## config.mk

```make
export PLATFORM = sky130hd
export DESIGN_NAME = io_port_fl
export DESIGN_NICKNAME = d
export VERILOG_FILES = /design/src/rtl/io_port_fl.sv
export SDC_FILE = /design/constraint.sdc
export NUM_CORES = 1
export LEC_CHECK = 0
export CORE_MARGIN = 1
export CORE_UTILIZATION = 45
export DETAILED_ROUTE_END_ITERATION = 7
export PLACE_DENSITY_LB_ADDON = 0.15
export SLEW_MARGIN = 20
export SYNTH_ARGS = -nofsm -noshare
export SYNTH_HDL_FRONTEND = slang
export SYNTH_SLANG_ARGS = --single-unit
```

## constraint.sdc

```tcl
create_clock -name clk -period 1.75 [get_ports clk]
set_clock_uncertainty 0.15 [all_clocks]
set_input_delay 0.35 -clock clk [delete_from_list [all_inputs] [get_ports clk]]
set_output_delay 0.35 -clock clk [all_outputs]
set_load 0.005 [all_outputs]
```

## src/rtl/io_port_fl.sv

```systemverilog
// io_port_fl: processor I/O port block.
// Each input port has a one-entry buffer that producers fill through a
// valid/ready handshake and the processor reads with zero latency. Output
// ports are registered words, each with a one-cycle valid pulse per write.
// Reading an empty input port returns the stale word and sets a sticky
// underrun flag.
// Optional build macro IO_PORT_UNDERRUN_CNT_EN adds an 8-bit saturating
// count of underrun events on port underrun_cnt.
module io_port_fl #(
    parameter int NBMANT = 16,
    parameter int NBEXPO = 6,
    parameter int NUIOIN = 8,
    parameter int NUIOOU = 8,
    localparam int NBW = NBMANT + NBEXPO + 1,
    localparam int AIW = $clog2(NUIOIN),
    localparam int AOW = $clog2(NUIOOU)
) (
    input  logic                    clk,
    input  logic                    rst,
    input  logic                    req_in,
    input  logic [AIW-1:0]          addr_in,
    output logic [NBW-1:0]          io_in,
    input  logic                    out_en,
    input  logic [AOW-1:0]          addr_out,
    input  logic [NBW-1:0]          io_out,
    input  logic [NUIOIN*NBW-1:0]   in_data,
    input  logic [NUIOIN-1:0]       in_valid,
    output logic [NUIOIN-1:0]       in_ready,
    output logic [NUIOOU*NBW-1:0]   out_data,
    output logic [NUIOOU-1:0]       out_valid,
    output logic [NUIOIN-1:0]       underrun
`ifdef IO_PORT_UNDERRUN_CNT_EN
    ,
    output logic [7:0]              underrun_cnt
`endif
);

    logic [NBW-1:0]    buf_q   [NUIOIN];
    logic [NBW-1:0]    buf_d   [NUIOIN];
    logic [NUIOIN-1:0] full_q, full_d;
    logic [NUIOIN-1:0] under_q, under_d;
    logic [NUIOIN-1:0] consume;
    logic [NBW-1:0]    odata_q [NUIOOU];
    logic [NBW-1:0]    odata_d [NUIOOU];
    logic [NUIOOU-1:0] oval_q, oval_d;

    // Processor read strobe decode and producer-side ready; a word being
    // consumed this cycle frees the slot for a same-cycle refill.
    always_comb begin
        consume  = '0;
        in_ready = '0;
        for (int i = 0; i < NUIOIN; i++) begin
            consume[i]  = ~rst & req_in & (int'(addr_in) == i);
            in_ready[i] = ~rst & (~full_q[i] | consume[i]);
        end
    end

    // Zero-latency read mux; out-of-range addresses fall through to zero.
    always_comb begin
        io_in = '0;
        for (int i = 0; i < NUIOIN; i++) begin
            if (int'(addr_in) == i) io_in = buf_q[i];
        end
    end

    // Next state of input buffers, full flags and sticky underrun flags.
    always_comb begin
        buf_d   = buf_q;
        full_d  = full_q;
        under_d = under_q;
        for (int i = 0; i < NUIOIN; i++) begin
            if (in_valid[i] & in_ready[i]) begin
                buf_d[i]  = in_data[i*NBW +: NBW];
                full_d[i] = 1'b1;
            end else if (consume[i]) begin
                full_d[i] = 1'b0;
            end
            if (consume[i] & ~full_q[i]) under_d[i] = 1'b1;
        end
    end

    // Next state of output words and their one-cycle valid pulses.
    always_comb begin
        odata_d = odata_q;
        oval_d  = '0;
        for (int j = 0; j < NUIOOU; j++) begin
            if (out_en & ~rst & (int'(addr_out) == j)) begin
                odata_d[j] = io_out;
                oval_d[j]  = 1'b1;
            end
        end
    end

    // State registers with synchronous reset.
    always_ff @(posedge clk) begin
        if (rst) begin
            buf_q   <= '{default: '0};
            full_q  <= '0;
            under_q <= '0;
            odata_q <= '{default: '0};
            oval_q  <= '0;
        end else begin
            buf_q   <= buf_d;
            full_q  <= full_d;
            under_q <= under_d;
            odata_q <= odata_d;
            oval_q  <= oval_d;
        end
    end

    // Output packing.
    always_comb begin
        out_data = '0;
        for (int j = 0; j < NUIOOU; j++) begin
            out_data[j*NBW +: NBW] = odata_q[j];
        end
    end

    assign out_valid = oval_q;
    assign underrun  = under_q;

`ifdef IO_PORT_UNDERRUN_CNT_EN
    logic [7:0] ucnt_q, ucnt_d;

    // Saturating underrun event count; at most one read per cycle, so at
    // most one event per cycle.
    always_comb begin
        ucnt_d = ucnt_q;
        if (|(consume & ~full_q) && (ucnt_q != 8'hFF)) ucnt_d = ucnt_q + 8'd1;
    end

    // Counter register with synchronous reset.
    always_ff @(posedge clk) begin
        if (rst) ucnt_q <= '0;
        else     ucnt_q <= ucnt_d;
    end

    assign underrun_cnt = ucnt_q;
`endif

endmodule

```

# Word-level counts from Yosys, hierarchy flattened
# Index checks and enable logic that the tools add are counted.
[word_totals]
latchBits = 0
reg_bits = 392
romBits = 0
in_bits = 225
output_inout_bits = 231
ramBits = 0
memories = 0
[classes]
reduce_logical = 10
bitwise = 59
n_mul = 0
magnitude_cmp = 0
shift = 0
n_eq_ne = 14
n_mux = 32
add_sub_neg = 0
div_mod_pow = 0
[ops]
columns = ["op", "count"]
rows = [
  ["two-way mux 23 bit", 8],
  ["AND 1 bit", 42],
  ["equality test 3 bit (second input constant)", 8],
  ["two-way mux 1 bit", 24],
  ["nonzero test 2 bit", 8],
  ["equality test 3 x 2 -> 1 bit (second input constant)", 4],
  ["inverter 1 bit", 9],
  ["OR 1 bit", 8],
  ["equality test 3 x 1 -> 1 bit (second input constant)", 2],
  ["zero test 3 bit", 2],
]

# Logic depth before layout (Yosys ltp)
[logic_depth]
ltp_word = 9
depth_mapped = 6

# Worst setup path before layout
# Ideal clock, no wire load.
[synth_path]
path_type = "input -> output"
from = "in addr_in[2]"
to = "out io_in[11]"
slack_ns = -0.213
path_buffers = 3
arrival_ns = 1.463
t_required_ns = 1.250
stages = 6
path_cell_list = "buf_2 > clkbuf_1 > clkbuf_1 > a22o_1 > nand2_1 > a32oi_1"
[synth_via]
elab_chain_len = 9
[synth_rtl]
columns = ["item", "line_no", "rtl"]
rows = [
  ["start: declaration", "21", "input logic [AIW-1:0] addr_in,"],
  ["zero test 3 bit", "62", "if (int'(addr_in) == i) io_in = buf_q[i];"],
  ["two-way mux 23 bit (7 in a row)", "62", ""],
  ["two-way mux 23 bit *", "62", ""],
  ["end: declaration", "22", "output logic [NBW-1:0] io_in,"],
]
# Every way passes the cells marked *; elsewhere a longest branch is shown, timed or not.

# Worst setup path after layout
[layout_path]
from = "reg buf_q[65] (netlist name)"
to = "out io_in[19]"
[layout_via]
elab_chain_len = 3
[layout_rtl]
columns = ["item", "line_no", "rtl"]
rows = [
  ["start: declaration", "38", "logic [NBW-1:0] buf_q [NUIOIN];"],
  ["start signal: assignment", "103", "buf_q <= buf_d;"],
  ["two-way mux 23 bit (3 in a row)", "62", ""],
]
# No other way between the ends.

==> flow_metrics.py <==
metrics = {
    "routing": {
        "ant_nets": 0,
        "drc": 0,
        "vias_per_cell": 5.52,
        "drtIter0Drc": 1471,
        "vias": 16900,
        "wl_um": 69100,
        "post_drt_wl_per_cell_um": 22.6,
        "first_pass_iters": 5,
    },
    "power_and_ir_drop": {
        "powerDensity_nw_per_um2": 863,
        "p_comb_share_pct": 15.0,
        "power_mw": 22.5,
        "ir_drop_mv": 0.780,
        "seqPwrFrac_pct": 42.6,
        "internal_power_mw": 16.8,
        "power_frac_clock_pct": 42.4,
        "switching_share_pct": 25.2,
        "switchingPower_mw": 5.68,
        "leakagePower_nw": 10.7,
    },
    "grt": {
        "antenna_found_initial": 11,
        "grt_max_degree": 170,
        "use_met3_pct": 9.37,
        "grt_usage_pct": 33.0,
        "grt.busiest_layer": "met2",
        "use_met2_pct": 50.3,
        "grt_pass1_vias": 16800,
        "grt.overflow.total": 0,
        "use_met1_pct": 43.4,
        "grt_pass1_wl_um": 102000,
    },
    "cts": {
        "htree_num_levels": 2,
        "clk_path_buf_depth": 3,
        "clk_latency_ps": 580,
        "numCtsBuffers": 43,
        "cts_root_buf": "clkbuf_16",
        "cts.reportedPaths.clkPinSlew_ps": 60,
        "numClockSinks": 392,
        "cts_tree": "yes",
    },
    "outcome": {
        "status": "complete, but fails checks",
        "violations": "setup timing",
    },
    "final_layout": {
        "finish.net_count": 2722,
        "area_delta_synth_final_pct": 47.3,
        "instances_no_fill": 3054,
        "layout-drive-gt1-share_pct": 21.1,
    },
    "sta": {
        "finalSetupViolCount": 33,
        "finalCritPeriodShare_pct": 132,
        "fmax_mhz": 432,
        "rsz0062_at_grt": "yes",
        "slew_headroom_pct": 63.3,
        "hold_slack_ps": 104,
        "drv_slew": 0,
        "tightestPinTransition_ps": 551,
        "min_period_ps": 2320,
        "fin_ws_ps": -566,
        "hold_viol_final": 0,
    },
    "logic_synthesis": {
        "synth.cell_area_um2": 17700,
        "synth_seq_cells": 392,
        "yosys_warnings": 0,
        "synthCells": 1978,
        "synth_nets": 2203,
        "syn_avg_cell_area_um2": 8.95,
        "yosysUniqueCellTypes": 33,
        "seq_area_frac_synth_pct": 44.3,
    },
    "hold_path": {
        "hp-class": "primary input to register",
        "min_path_cells": 4,
        "worst_hold_startpoint": "rst",
        "min_to": "full_q[5]",
    },
    "critical_path": {
        "end_kind": "output pin",
        "reg2reg_slack_ps": 270,
        "cp_max_fo": 2,
        "rr_worst_depth": 4,
        "start_kind": "register",
        "rr_endpoint": "buf_q[111]",
        "rr_startpoint": "full_q[3]",
        "required_ps": 1250,
        "critPathKind": "register to output pin",
        "critical_path_arrival_ps": 1820,
    },
    "place": {
        "gp_congestion": 0.902,
        "portBuffers": 455,
        "placedCellCount": 2927,
        "place_hpwl_um": 47200,
    },
    "die": {
        "core_area_um2": 38700,
        "die_x_um": 200,
        "start_util_pct": 45.7,
        "ioPinCount": 456,
        "fp-row-count": 72,
        "fp.dieArea_um2": 40200,
        "fp.dieH_um": 200,
    },
    "job": {
        "cap_violations": 0,
    },
}
area by class of cell:
type | instances | area [µm²]
flip-flops and latches | 392 | 8020
multi-input cells | 1371 | 9320
well taps | 518 | 648
diodes | 6 | 15.0
clock inverters | 18 | 236
repair buffers | 689 | 6600
clock buffers | 60 | 1250
fillers | 3102 | 12700
through the flow:
step           cell area, µm²  setup TNS, ps  util [%]  setup slack (ps)
6_report                26100          -9260      67.3              -566
5_1_grt                 26100         -11570      67.3              -596
4_1_cts                 25700         -11570      66.4              -590
3_5_place_dp            24000        -156820      62.0              -849
3_3_place_gp            24000        -142900      62.0              -846
2_1_floorplan           17800          -1840         -             -64.1
how the worst max path moves through the flow:
stage	slack, ps	from	endpoint
floorplan	-60	addr_in[2]	buf_q[163]
global placement	-850	addr_in[0]	io_in[16]
detailed placement	-850	addr_in[0]	io_in[16]
CTS	-590	buf_q[65]	io_in[19]
global route	-600	buf_q[102]	io_in[10]
finish	-570	buf_q[65]	io_in[19]
registers in the layout, summed over array words and instances (netlist names):
| signal | cells |
|---|---|
| underrun | 8 |
| full_q | 8 |
| out_valid | 8 |
| buf_q | 184 |
| out_data | 184 |
worst max-delay path, cell delays in order, from the launching register on:
cell     delay (ps)
dfxtp_2         340
mux4_2          490
mux2_4          290
buf_6           120
kinds of logic (layout without fill, tap and decap cells):
| group | after synthesis | after routing | share of synthesized area [%] |
|---|---|---|---|
| simple gates | 658 | 658 | 21.6 |
| compound gates | 480 | 480 | 15.4 |
| mux | 233 | 233 | 13.6 |
| other cells | 0 | 6 | 0 |
| buf+inv | 215 | 767 | 5.04 |
| flops | 392 | 392 | 44.3 |
power by group through the flow:
stage / combinational [mW] / clock, mW / sequential [mW]
2_1_floorplan: 1.51 / 0 / 9.62
3_3_place_gp: 3.14 / 0 / 9.76
3_5_place_dp: 3.18 / 0 / 9.75
4_1_cts: 3.22 / 9.66 / 9.58
5_1_grt: 3.55 / 10.0 / 9.61
6_report: 3.37 / 9.54 / 9.59
synthesized netlist by cell type, drive strengths merged:
library cell | instances | area [µm²]
dfxtp | 392 | 7850
nand2b | 370 | 2310
mux2i | 224 | 2240
o21ai | 204 | 1020
a21oi | 200 | 1000
nand3 | 184 | 921
clkbuf | 173 | 649
buf | 42 | 244
nor2 | 25 | 93.8
nor2b | 22 | 138
nand2 | 21 | 78.8
nand3b | 21 | 158
a22o | 20 | 175
a32oi | 20 | 175
o22a | 20 | 175
a21boi | 8 | 97.6
o21ba | 8 | 80.1
mux4 | 6 | 135
mux2 | 3 | 33.8
nand4b | 3 | 26.3
nand4bb | 3 | 33.8
and2 | 2 | 12.5
or2 | 2 | 12.5
and3b | 1 | 8.76
nand4 | 1 | 6.26
nor3b | 1 | 7.51
or3b | 1 | 8.76
or4b | 1 | 13.8
placed cells by master (no fill, tap or decap), types with 7 or more instances in the layout:
cell | synthesis | routed
a21boi_4 | 1 | 8
a21oi_1 | 200 | 192
a21oi_2 | 0 | 8
a22o_1 | 20 | 20
a32oi_2 | 0 | 17
buf_12 | 0 | 43
buf_2 | 24 | 27
buf_4 | 11 | 176
buf_6 | 2 | 15
clkbuf_1 | 173 | 7
clkbuf_16 | 0 | 48
clkbuf_8 | 0 | 9
clkdlybuf4s50_1 | 0 | 219
clkinv_2 | 0 | 9
dfxtp_1 | 392 | 279
dfxtp_2 | 0 | 102
dfxtp_4 | 0 | 11
dlygate4sd2_1 | 0 | 195
mux2i_1 | 224 | 218
nand2_1 | 21 | 12
nand2_2 | 0 | 9
nand2b_1 | 370 | 370
nand3_1 | 184 | 184
nand3b_1 | 21 | 21
nor2_1 | 25 | 24
nor2b_1 | 22 | 18
o21ai_0 | 194 | 189
o21ai_1 | 10 | 15
o21ba_2 | 8 | 8
o22a_1 | 20 | 20
what timing repair did:
action | in CTS | in global routing
hold buffers | 1 | 0
endpoints found under the hold margin | 3 | 0
setup endpoints to repair | 231 | 56
gates resized for setup | 493 | 45
pin swaps | 39 | 40
cloned | 0 | 4
setup buffers | 24 | 20
routing by layer:
metal,part of all wire (%),vias up
met2,44,723
li1,-,7881
met4,4.5,8
met3,9.4,159
met5,0.075,-
met1,42,8088
Note: power is estimated with default switching activity, not from simulation.
